===== src/rtl/alu_result_stage.sv =====
// alu_result_stage: lane-merging 2-deep result FIFO with delivered-result counter.
// Optional macro ALU_RESULT_FLAGS_EN stores zero/neg flags per entry at push time.
module alu_result_stage (
    input  logic        clk,
    input  logic        rst_n,
    input  logic        in_valid,
    output logic        in_ready,
    input  logic [15:0] in_res,
    input  logic [1:0]  in_be,
    output logic        out_valid,
    input  logic        out_ready,
    output logic [15:0] out_data,
    output logic        out_zero,
    output logic        out_neg,
    output logic [7:0]  out_count
);
`ifdef ALU_RESULT_FLAGS_EN
    localparam int EW = 18;
`else
    localparam int EW = 16;
`endif
    typedef enum logic [1:0] {EMPTY = 2'd0, ONE = 2'd1, FULL = 2'd2} state_t;
    state_t state, state_nxt;
    logic [15:0] shadow, merged;
    logic [EW-1:0] e0, e1, entry;
    logic push, pop, head_wr, tail_wr;
    always_comb begin
        in_ready  = state != FULL;
        out_valid = state != EMPTY;
        push      = in_valid && in_ready;
        pop       = out_valid && out_ready;
        merged    = {in_be[1] ? in_res[15:8] : shadow[15:8], in_be[0] ? in_res[7:0] : shadow[7:0]};
`ifdef ALU_RESULT_FLAGS_EN
        entry     = {merged == 16'h0000, merged[15], merged};
`else
        entry     = merged;
`endif
        head_wr   = push && (state == EMPTY || pop);
        tail_wr   = push && state == ONE && !pop;
        state_nxt = (push && !pop) ? (state == EMPTY ? ONE : FULL) :
                    (pop && !push) ? (state == FULL ? ONE : EMPTY) : state;
    end
    always_ff @(posedge clk or negedge rst_n) begin
        if (!rst_n) begin
            state     <= EMPTY;
            shadow    <= '0;
            e0        <= '0;
            e1        <= '0;
            out_count <= '0;
        end else begin
            state     <= state_nxt;
            shadow    <= push ? merged : shadow;
            e0        <= head_wr ? entry : (pop ? e1 : e0);
            e1        <= tail_wr ? entry : e1;
            out_count <= out_count + {7'd0, pop};
        end
    end
    assign out_data = out_valid ? e0[15:0] : 16'h0000;
`ifdef ALU_RESULT_FLAGS_EN
    assign out_zero = out_valid && e0[17];
    assign out_neg  = out_valid && e0[16];
`else
    assign out_zero = 1'b0;
    assign out_neg  = 1'b0;
`endif
endmodule

===== config.mk =====
export PLATFORM = sky130hd
export DESIGN_NAME = alu_result_stage
export DESIGN_NICKNAME = d
export VERILOG_FILES = /design/src/rtl/alu_result_stage.sv
export SDC_FILE = /design/constraint.sdc
export NUM_CORES = 1
export LEC_CHECK = 0
export ABC_CLOCK_PERIOD_IN_PS = 5250
export CORE_MARGIN = 1.5
export CORE_UTILIZATION = 56
export DETAILED_ROUTE_END_ITERATION = 6
export HOLD_SLACK_MARGIN = 0.03
export PLACE_DENSITY = 0.84
export SLEW_MARGIN = 30
export SYNTH_ARGS = -nofsm -noshare
export SYNTH_HDL_FRONTEND = slang
export SYNTH_SLANG_ARGS = --single-unit

===== constraint.sdc =====
create_clock -name clk -period 5.25 [get_ports clk]
set_clock_uncertainty 0.2 [all_clocks]
set_input_delay 0.7875 -clock clk [delete_from_list [all_inputs] [get_ports clk]]
set_output_delay 0.7875 -clock clk [all_outputs]
set_load 0.02 [all_outputs]

==> metrics.md <==
| Metric | Value |
|---|---|
| WHS Path Cells | `1` |
| Nets | `339` |
| Port Buf Inserts | `47` |
| #FFs+latches synth | `58` |
| Via count | `2152` |
| Setup Crit Path Kind | `register to output pin` |
| Seq. cell area | `1450 um^2` |
| Sw frac | `37.3%` |
| Post-route core utilization | `72.3%` |
| Reg2Reg Setup Slack | `3.14 ns` |
| Crit-path max FO | `50` |
| Sink Count | `58` |
| CTS Buf Count | `9` |
| Drt via density | `5.58` |
| # IOs | `50` |
| DP Wirelength | `3820 um` |
| Initial antenna violation count | `0` |
| NetSw | `738 uW` |
| # diodes | `0` |
| Startpoint Class | `register` |
| Row count | `25` |
| Leakage | `0.00152 uW` |
| DIE AREA | `5460 um^2` |
| Post-route ant nets | `0` |
| Post-CTS Hold Fix Bufs | `0` |
| Total GRT Usage | `22.8%` |
| Remaining global-route overflow | `0` |
| Initial Util | `58.8%` |
| Layout area overhead | `22.8%` |
| Fin. Hold Viols | `0` |
| Power Density | `572 nW/um^2` |
| Share of layout cells above drive strength 1 | `10.3%` |
| Vias in the first global route | `1982` |
| Yosys cell types | `31` |
| Worst Path Required | `4.26 ns` |
| Peak supply drop | `0.292 mV` |
| Post-Route WL | `5580 um` |
| Fill cell count | `344` |
| Max-cap violations | `0` |
| RSZ-0062 raised after global routing | `false` |
| Clk pin slew, worst setup/hold paths | `0.06 ns` |
| Mapped cell area | `2820 um^2` |
| Placer Congestion | `0.774` |
| Worst EP arrival | `2.09 ns` |
| Hold path start | `out_count[7]` |
| Worst slew pin tran | `0.715 ns` |
| Clock latency at the later pin of the worst-skew pair | `0.34 ns` |
| Die width | `73.9 um` |
| Fin crit share | `58.7%` |
| Achievable Freq | `325 MHz` |
| Yosys Warn Count | `0` |
| Clock network power share | `18.8%` |
| H-Tree Level Count | `3` |
| Die Height | `73.9 um` |
| Sequential share of power | `38.8%` |
| Worst-case clock buffer depth | `2` |
| Combinational fraction of design power | `42.3%` |
| R2r worst-path depth | `7` |
| Root Buffer | `clkbuf_8` |
| Status | `complete, no violations` |
| Final setup violation count | `0` |
| # resized after CTS | `0` |
| Area of the multi-input gates | `1230 um^2` |
| Total negative slack | `0 ns` |
| CP Capture Type | `output pin` |
| Max Slew Vio Count | `0` |
| Worst r2r src | `state[0]` |
| DR pass1 iterations | `4` |
| First-pass GRT wire length | `9270 um` |
| Cell-internal power | `1240 uW` |
| Max-slew headroom | `52.3%` |
| Mapped Cells | `278` |
| Post-CTS setup repair buffer count | `0` |
| Reg-to-reg endpoint | `state[0]` |
| Largest net degree at the start of global routing | `59` |
| Sequential cell area fraction in the yosys report | `51.5%` |
| DR DRC count | `0` |
| Tmin final | `3.08 ns` |
| Hold Path Class | `register to register` |
| Core ar. | `4790 um^2` |
| Average size of a mapped cell | `10.1 um^2` |
| Worst Hold Endpoint | `out_count[7]` |
| CTS tree | `built` |
| Post-DR wirelength/cell | `14.4 um` |
| DRT iter0 DRCs | `146` |
## Yosys cell counts
| cell type | number | share of area [%] |
|---|---|---|
| buf_6 | 3 | 1.2 |
| xnor2_1 | 3 | 0.93 |
| a21o_1 | 1 | 0.27 |
| o31ai_2 | 10 | 4.4 |
| dfrtp_1 | 58 | 52 |
| ha_1 | 3 | 1.3 |
| buf_1 | 1 | 0.13 |
| and3_1 | 17 | 3.8 |
| conb_1 | 1 | 0.13 |
| inv_1 | 2 | 0.27 |
| nor2b_1 | 17 | 3.8 |
| nor4bb_1 | 1 | 0.36 |
| a31oi_1 | 16 | 3.6 |
| nand3_1 | 18 | 3.2 |
| buf_4 | 2 | 0.53 |
| mux2i_1 | 16 | 5.7 |
| nand2_1 | 2 | 0.27 |
| o21ai_1 | 1 | 0.18 |
| or3b_1 | 1 | 0.31 |
| buf_8 | 1 | 0.53 |
| xor2_1 | 4 | 1.2 |
| and2_4 | 1 | 0.31 |
| and2_1 | 1 | 0.22 |
| nand2b_1 | 2 | 0.44 |
| o22a_1 | 1 | 0.31 |
| o31ai_1 | 6 | 1.6 |
| buf_2 | 2 | 0.36 |
| nor2_1 | 34 | 4.5 |
| clkbuf_1 | 19 | 2.5 |
| a21oi_1 | 32 | 5.7 |
| nor3_1 | 2 | 0.36 |
## cells by family after synthesis
kind of cell               after synthesis  share of synthesized area [%]
AOI/OAI and AO/OA                       67                           16.0
xor gates and xnor gates                 7                           2.18
adders and majority gates                3                           1.33
buffers and inverters                   30                           5.55
DFF                                     58                           51.5
muxes                                   16                           5.69
other                                    1                          0.133
and+or+nand+nor                         96                           17.5
## worst max path at each step
stage               startpoint      endpoint  slack [ns]  cells after the start
finish                state[0]      in_ready        2.17                      3
global route          state[1]  out_data[15]        2.07                      3
CTS                   state[1]   out_data[3]        1.92                      3
detailed placement    in_valid        e0[15]        2.07                      5
global placement      in_valid        e0[11]        2.15                      5
floorplan            out_ready  out_count[6]        2.76                      8
## power by group through the flow
stage                     sequential, uW  combinational [uW]  clock (uW)
after floorplan                      755                 588           0
after global placement               763                 809           0
after detailed placement             771                 838           0
after CTS                            766                 842         377
after global routing                 791                 921         399
final                                768                 838         373
## per-layer routing
layer / up-vias / part of all wire [%] / global-route usage [%]
met2: 70 / 44 / 33.1
met5: - / 0 / 0
met3: 6 / 4.7 / 6.72
met4: 0 / 1.3 / 7.41
li1: 1051 / - / -
met1: 1025 / 50 / 33.1
## critical path, cell delays in order (launching register included)
cell and delay (ns):
dfrtp_1 0.50, nand2b_1 0.16, buf_4 0.39, clkdlybuf4s50_1 0.70
## flip-flops by register name (all words and copies together) (netlist names)
name and count:
state 2, out_count 8, shadow 16, e0 16, e1 16
## metrics by stage
stage | hold slack [ns] | worst slack [ns] | power [uW] | cells | instance area [um^2]
after floorplan | 0.261 | 2.76 | 1340 | 279 | 2820
after global placement | 0.257 | 2.15 | 1570 | 370 | 3270
after detailed placement | 0.265 | 2.07 | 1610 | 370 | 3270
after CTS | 0.276 | 1.92 | 1990 | 386 | 3460
after global routing | 0.289 | 2.07 | 2110 | 386 | 3460
final | 0.270 | 2.17 | 1980 | 386 | 3460
## final cells by class
class	instances	area share, %
inverters	2	0.217
well taps	67	2.42
clock buffers	14	4.99
flip-flops and latches	58	42.0
multi-input cells	191	35.6
clock inverters	2	0.289
repair buffers	52	14.5
## placed cells by master (no fill, tap or decap), drive strengths merged
master / n
or3b: 1
clkdlybuf4s50: 46
nand3: 18
a21oi: 32
dfrtp: 58
nor4bb: 1
o21ai: 1
ha: 3
and3: 17
o22a: 1
and2: 2
clkbuf: 14
nor3: 2
nand2b: 2
nor2: 34
o31ai: 16
clkinv: 2
buf: 6
mux2i: 16
nand2: 2
a31oi: 16
xnor2: 3
conb: 2
a21o: 1
nor2b: 17
inv: 2
xor2: 4
No activity file was read; power rests on OpenSTA's default activity.
